<file path="config.mk">
export PLATFORM = sky130hd
export DESIGN_NAME = conv_0_div_div_24cud
export DESIGN_NICKNAME = d
export VERILOG_FILES = /design/src/rtl/conv_0_div_div_24cud.sv
export SDC_FILE = /design/constraint.sdc
export NUM_CORES = 1
export LEC_CHECK = 0
export BUFFER_PORTS_ARGS = -buffer_cell sky130_fd_sc_hd__buf_2
export CORE_UTILIZATION = 38
export DETAILED_ROUTE_END_ITERATION = 16
export MAX_ROUTING_LAYER = met4
export PLACE_DENSITY = 0.59
export SLEW_MARGIN = 15
export SYNTH_ARGS = -nofsm -noshare
export SYNTH_HDL_FRONTEND = slang
export SYNTH_SLANG_ARGS = --single-unit
</file>
<file path="constraint.sdc">
create_clock -name ap_clk -period 2.73 [get_ports ap_clk]
set_input_delay 0.273 -clock ap_clk [delete_from_list [all_inputs] [get_ports ap_clk]]
set_output_delay 0.273 -clock ap_clk [all_outputs]
set_load 0.02 [all_outputs]
</file>
<file path="src/rtl/conv_0_div_div_24cud.sv">
// conv_0_div_div_24cud: iterative signed divider, restoring algorithm, one quotient bit per enabled cycle.
// Define CONV_0_DIV_SAT_EN to saturate out-of-range quotients (and flag overflow); otherwise they wrap.
module conv_0_div_div_24cud #(
  parameter logic [31:0] ID         = 32'd1,
  parameter int          din0_WIDTH = 24,
  parameter int          din1_WIDTH = 8,
  parameter int          dout_WIDTH = 16
) (
  input  logic                         ap_clk,
  input  logic                         ap_rst,
  input  logic                         ce,
  input  logic                         start,
  input  logic signed [din0_WIDTH-1:0] din0,
  input  logic signed [din1_WIDTH-1:0] din1,
  output logic                         busy,
  output logic                         done,
  output logic signed [dout_WIDTH-1:0] dout,
  output logic signed [din1_WIDTH-1:0] remd,
  output logic                         div_by_zero,
  output logic                         overflow
);
  localparam int CW = $clog2(din0_WIDTH + 1);
  localparam int QW = din0_WIDTH + 1;
  localparam int RW = din1_WIDTH + 1;

  localparam logic signed [dout_WIDTH-1:0] DMAX = {1'b0, {(dout_WIDTH-1){1'b1}}};
  localparam logic signed [dout_WIDTH-1:0] DMIN = {1'b1, {(dout_WIDTH-1){1'b0}}};

  typedef enum logic [1:0] {IDLE, CALC, FIX, DONE} state_t;
  state_t state, state_nxt;

  logic [QW-1:0] mag0_p0;
  logic [RW-1:0] mag1_p0;
  logic          sign0_p0, sign1_p0;
  logic [QW-1:0] quo_p0;
  logic [RW-1:0] rem_p0;
  logic [CW-1:0] cnt_p0;

  logic [RW:0]   trial;
  logic [RW-1:0] diff;
  logic          ge;
  logic signed [QW-1:0] q_true;
  logic signed [RW-1:0] r_true;

  function automatic logic [QW-1:0] abs0(input logic signed [din0_WIDTH-1:0] v);
    logic signed [QW-1:0] x;
    x = v;
    return x[QW-1] ? -x : x;
  endfunction

  function automatic logic [RW-1:0] abs1(input logic signed [din1_WIDTH-1:0] v);
    logic signed [RW-1:0] x;
    x = v;
    return x[RW-1] ? -x : x;
  endfunction

`ifdef CONV_0_DIV_SAT_EN
  localparam logic signed [QW-1:0] QMAX = QW'(DMAX);
  localparam logic signed [QW-1:0] QMIN = QW'(DMIN);

  function automatic logic q_ovf(input logic signed [QW-1:0] q);
    return (q > QMAX) || (q < QMIN);
  endfunction

  function automatic logic signed [dout_WIDTH-1:0] q_fit(input logic signed [QW-1:0] q);
    if (q > QMAX) return DMAX;
    if (q < QMIN) return DMIN;
    return dout_WIDTH'(q);
  endfunction
`else
  function automatic logic signed [dout_WIDTH-1:0] q_fit(input logic signed [QW-1:0] q);
    return dout_WIDTH'(q);
  endfunction
`endif

  // Partial remainder never reaches 2*divisor, so the low RW bits of the difference are exact.
  assign trial  = {rem_p0, mag0_p0[din0_WIDTH-1]};
  assign ge     = trial >= {1'b0, mag1_p0};
  assign diff   = trial[RW-1:0] - mag1_p0;
  assign q_true = (sign0_p0 ^ sign1_p0) ? -$signed(quo_p0) : $signed(quo_p0);
  assign r_true = sign0_p0 ? -$signed(rem_p0) : $signed(rem_p0);

  assign busy = (state == CALC) || (state == FIX);
  assign done = (state == DONE);

  always_ff @(posedge ap_clk) begin
    if (ap_rst)  state <= IDLE;
    else if (ce) state <= state_nxt;
  end

  always_comb begin
    state_nxt = state;
    unique case (state)
      IDLE:    if (start) state_nxt = CALC;
      CALC:    if (cnt_p0 == CW'(din0_WIDTH - 1)) state_nxt = FIX;
      FIX:     state_nxt = DONE;
      DONE:    state_nxt = IDLE;
      default: state_nxt = IDLE;
    endcase
  end

  // p0: operand capture on acceptance, then one restoring step per enabled CALC cycle
  always_ff @(posedge ap_clk) begin
    if (ce) begin
      if (state == IDLE && start) begin
        mag0_p0  <= abs0(din0);
        mag1_p0  <= abs1(din1);
        sign0_p0 <= din0[din0_WIDTH-1];
        sign1_p0 <= din1[din1_WIDTH-1];
        quo_p0   <= '0;
        rem_p0   <= '0;
        cnt_p0   <= '0;
      end else if (state == CALC) begin
        mag0_p0 <= mag0_p0 << 1;
        quo_p0  <= {quo_p0[din0_WIDTH-1:0], ge};
        rem_p0  <= ge ? diff : trial[RW-1:0];
        cnt_p0  <= cnt_p0 + CW'(1);
      end
    end
  end

  // p1: sign fix-up and range handling into the held result registers
  always_ff @(posedge ap_clk) begin
    if (ap_rst) begin
      dout        <= '0;
      remd        <= '0;
      div_by_zero <= 1'b0;
      overflow    <= 1'b0;
    end else if (ce && state == FIX) begin
      if (mag1_p0 == '0) begin
        dout        <= sign0_p0 ? DMIN : DMAX;
        remd        <= '0;
        div_by_zero <= 1'b1;
        overflow    <= 1'b0;
      end else begin
        dout        <= q_fit(q_true);
        remd        <= din1_WIDTH'(r_true);
        div_by_zero <= 1'b0;
`ifdef CONV_0_DIV_SAT_EN
        overflow    <= q_ovf(q_true);
`else
        overflow    <= 1'b0;
`endif
      end
    end
  end

endmodule

</file>
Word-level counts from Yosys, hierarchy flattened
Cells that the tools add are included.

Bits in registers: 92. Input port bits: 36. Output and inout port bits: 28. Word-level logic and storage cells: 52.

Add/subtract/negate cells: 6. $lt $le $gt $ge: 1. Equal/unequal tests: 6. Muxes and demuxes: 17. Bitwise gates (word level): 1. Reductions and logical operators: 9.

Operators with widths (number): $mux W24 (3); $mux W16 (4); $neg A24 Y24 (1); $mux W9 (2); $mux W8 (2); $neg A16 Y16 (1); $ge A10 B9 Y1 (1); $logic_not A9 Y1 (1); $neg A8 Y9 (1); $sub A9 B9 Y9 (1); $neg A8 Y8 (1); $pmux W2 S4 (1); $mux W7 (1); $add A5 B1 Y5 const B (1); $eq A5 B5 Y1 const B (1); $mux W5 (1); $eq A2 B2 Y1 const B (2); $mux W2 (2); $ne A2 B2 Y1 const B (2); $reduce_and A2 Y1 (2); $reduce_and A3 Y1 (1); $eq A2 B1 Y1 const B (1); $logic_and A1 B1 Y1 (2); $logic_not A2 Y1 (1); other kinds (4) (4).

Logic depth before layout (Yosys ltp)
Depth in word-level cells: 4. Depth in mapped cells: 9. Gate-level depth less buffers: 9.

Least setup slack after synthesis
OpenSTA, ideal clock, no wires.

Kind: reg-to-reg. Start: reg state[0]. End: reg cnt_p0[0], enable pin. Library setup time: 0.415 ns. Data arrival time: 2.273 ns. Required time: 2.315 ns. Path slack: 0.042 ns. Stages on the path, launching flop included: 6. Path buffers: 1. Period minus slack after synthesis: 2.688 ns. Cell sequence: dfxtp_1 -> inv_1 -> ha_1 -> and2_1 -> clkbuf_1 -> o21a_1.

Word-level cells in the longest chain between the ends: 4. Elaborated cells on any way between the ends: 5. Those cells by class: eq/ne: 1; reduce/logical: 4.

Ends and longest elaborated chain: from (decl) (RTL line 30) `state_t state, state_nxt;`; from (signal assigned) (RTL line 88) `else if (ce) state <= state_nxt;`; $logic_not A2 Y1 (RTL line 105) `if (state == IDLE && start) begin`; $logic_and A1 B1 Y1 (RTL line 105); $reduce_bool A2 Y1 (no source line) (*); $reduce_and A2 Y1 (no source line) (*); to (signal assigned) (RTL line 117) `cnt_p0 <= cnt_p0 + CW'(1);`; to (decl) (RTL line 37) `logic [CW-1:0] cnt_p0;`.

Every way passes the cells marked *; elsewhere a longest branch is shown, timed or not. A chain may end at the register's enable or synchronous reset.

Final worst setup path
Start: reg mag0_p0[23]. End: reg rem_p0[5], data pin.

Word-level cells in the longest chain between the ends: 3. Elaborated cells on any way between the ends: 4. Those cells by class: add/sub: 1; order compare: 1; mux: 2.

Ends and longest elaborated chain: from (decl) (RTL line 32) `logic [QW-1:0] mag0_p0;`; from (signal assigned) (RTL line 106) `mag0_p0 <= abs0(din0);`; from (signal assigned) (RTL line 114) `mag0_p0 <= mag0_p0 << 1;`; $sub A9 B9 Y9 / $ge A10 B9 Y1 (equally long branches) (RTL line 79, 78); $mux W9 (*) (RTL line 116) `rem_p0 <= ge ? diff : trial[RW-1:0];`; $mux W9 (*) (RTL line 113) `end else if (state == CALC) begin`; to (signal assigned) (RTL line 116); to (decl) (RTL line 36) `logic [RW-1:0] rem_p0;`.

Every way passes the cells marked *; elsewhere a longest branch is shown, timed or not. The select of a mux whose other input is x is not followed.

==> flow_summary_export.csv <==
group,metric,value,unit
run_status,status,"complete, no violations",
place,detailed_place_hpwl,7990,um
cts,clk_pin_slew,0.07,ns
worst_setup_path,worstSetupStartpoint,"mag0_p0[23]",
worst_setup_path,critPathKind,"flip-flop to flip-flop",
worst_setup_path,end_kind,"flip-flop",
power,p_leak,2.32,nW
place,port_buffers,62,
worst_setup_path,timing.rr.start,"mag0_p0[23]",
power,power.clock.fraction,33.8,%
power,p_seq_share,46.8,%
logic_synthesis,yosysMostFrequentCell,"edfxtp_1",
logic_synthesis,synth_edf_count,65,
flow_run,maxCapViolations,0,
worst_hold_path,hold_class,"input pin to flip-flop",
worst_setup_path,r2r_slack,0.17,ns
layout,layout-drive-gt1-share,17.6,%
logic_synthesis,syn_area,5200,um^2
worst_setup_path,cp_data_arrival_time,2.65,ns
layout,diodes,0,
logic_synthesis,synth.distinct_cells,55,
power,intPower,2.67,mW
route,met2_length,4830,um
cts,clock_sinks,92,
route,routed_wl,10900,um
sta,rsz0062_at_grt,"false",
global_routing,grt.total_usage,17.1,%
layout,fin_nets,631,
sta,drv_slew,0,
sta,fin_ws,0.172,ns
logic_synthesis,yosys-top-cells-count,"edfxtp_1, nand2_1, nor2_1",
global_routing,antenna_found_initial,0,
route,avgRoutedWirePerCell,14.4,um
power,cellPowerDensity,616,nW/um^2
route,viasPerCell,5.22,
route,firstDrtPassIters,5,
cts,post_cts_resized,0,
worst_setup_path,setup.worst_path.start_class,"flip-flop",
floorplan,core_area,13300,um^2
cts,root_buffer,"clkbuf_16",
sta,period_needed,2.56,ns
floorplan,die_x,119,um
global_routing,gr-total-overflow,0,
cts,htreeDepth,3,
place,pre_cts_ws,0.186,ns
logic_synthesis,synth_top_area_share,37.6,%
sta,worst_slew_pin_slew,0.924,ns
sta,hold_viol,0,
logic_synthesis,ys_async_sr_fraction,0,%
power,ir_drop,0.000440,V
cts,clkLatencyLatePin,0.35,ns
route,route.detailed.drc,0,
place,gp_congestion,0.847,
route,route.met3.wl,617,um
logic_synthesis,ys_seq_area_share,48.0,%
worst_setup_path,r2r-end,"rem_p0[5]",
worst_setup_path,r2r_cells,9,
cts,hold_buffers,0,
logic_synthesis,avgSynthCellArea,10.1,um^2
cts,cts_buffer_depth,2,
worst_setup_path,required,2.82,ns
sta,setup_viol,0,
sta,max_slew_margin,38.0,%
floorplan,die-height,119,um
route,drt_iter0_drc,187,
worst_hold_path,min_path_cells,1,
cts,numCtsBuffers,9,
logic_synthesis,ys_top_cells_by_area,"edfxtp_1, dfxtp_1, xor2_1, ha_1, nand2_1",
logic_synthesis,synth_ff_type,"edfxtp_1",
power,netSwitchingPower,1.03,mW
sta,fin_skew,0.00672,ns
floorplan,ios,64,
logic_synthesis,ys_seq_elements,92,
sta,tns,0,ns
worst_setup_path,cp_max_fo,5,
route,drt-met1-wl,5300,um
sta,max_freq,391,MHz
floorplan,start_util,39.1,%
logic_synthesis,synth_top_area_cell,"edfxtp_1",
cts,postCtsSetupRepairBufs,0,
worst_setup_path,crit_path_end,"rem_p0[5]",
route,antenna_left,0,
route,top_layer,"met4",
layout,area_growth,15.8,%
floorplan,dieArea,14100,um^2
floorplan,rows,42,
power,p_sw_share,27.9,%
route,num_vias,3945,
global_routing,grt_max_degree,32,
logic_synthesis,synth_cells,515,
sta,period_share,93.7,%
cts,cts_tree,"built",
power,p_comb_share,19.4,%
global_routing,grt_pass1_vias,3744,
global_routing,grt_pass1_wl,18600,um
logic_synthesis,ys_warn_count,0,
[state kept, by name, summed over array words and instances, names as in the netlist]
name         flops
cnt_p0           5
quo_p0          16
sign1_p0         1
rem_p0           9
sign0_p0         1
remd             8
dout            16
mag0_p0         24
mag1_p0          9
div_by_zero      1
state            2
[worst max-delay path, stage by stage, from the launching register on]
cell and delay (ns):
edfxtp_1 0.39, inv_1 0.07, ha_1 0.16, inv_1 0.06, fa_1 0.41, a211oi_1 0.34, nor3_2 0.13, o31a_1 0.30
nor2_1 0.32, o41ai_1 0.13
[metrics by stage]
step | power, mW | util [%] | instances | area [um^2] | hold slack [ns]
after floorplan | 2.27 | - | 516 | 5200 | 0.372
after global routing | 3.91 | 45.3 | 756 | 6020 | 0.142
after CTS | 3.75 | 45.3 | 756 | 6020 | 0.138
after detailed placement | 2.49 | 43.0 | 740 | 5710 | 0.454
after global placement | 2.47 | 43.0 | 740 | 5710 | 0.446
final | 3.71 | 45.3 | 756 | 6020 | 0.149
[power groups by stage]
stage	registers [mW]	clock network (mW)	logic, mW
global route	1.75	1.34	0.816
finish	1.74	1.25	0.718
global placement	1.76	0	0.709
CTS	1.74	1.28	0.727
detailed placement	1.77	0	0.722
floorplan	1.75	0	0.515
[routing by layer]
layer | up-vias | GRT usage, %
met1 | 1837 | 23.1
met4 | 0 | 5.46
li1 | 1997 | -
met5 | - | -
met2 | 102 | 25.1
met3 | 9 | 4.41
[cells by family after synthesis]
kind of cell	after synthesis	share of synthesized area, %
fa+ha+maj	20	4.96
xor+xnor	51	8.60
flops	92	48.0
simple gates	163	16.1
compound gates	135	17.7
other cells	1	0.0722
buf+inv	50	4.02
mux	3	0.578
[layout make-up]
| class | instances | area [um^2] |
|---|---|---|
| Fill cell | 1281 | 7280 |
| Multi-Input combinational cell | 374 | 2500 |
| Clock buffer | 11 | 275 |
| Inverter | 25 | 93.8 |
| Timing Repair Buffer | 73 | 405 |
| Sequential cell | 92 | 2490 |
| Clock inverter | 5 | 31.3 |
| Tap cell | 176 | 220 |
[worst min path at each step]
stage	start	to	slack [ns]
after global routing	din1[0]	mag1_p0[0]	0.14
after floorplan	din1[0]	mag1_p0[0]	0.37
final	din1[0]	mag1_p0[0]	0.15
after detailed placement	dout[15]	dout[15]	0.45
after global placement	dout[15]	dout[15]	0.45
after CTS	din1[0]	mag1_p0[0]	0.14
[cells in the final DEF (no fill, tap or decap), types with 5 or more instances in the layout]
master and n:
ha_1 19, xor2_1 32, and2_1 14, dfxtp_1 27, a31oi_1 10, nand2b_1 8, nand2_1 53, o31ai_1 12
a211oi_1 5, buf_4 10, a22oi_1 13, clkbuf_16 11, a21oi_1 19, xnor2_1 19, nor3_1 8, edfxtp_1 65
inv_1 27, o21ai_0 33, nand3_1 6, or3_1 8, nor2_1 35, buf_2 62, o21ai_1 13, nand4_1 7
(Power assumes the default switching activity.)
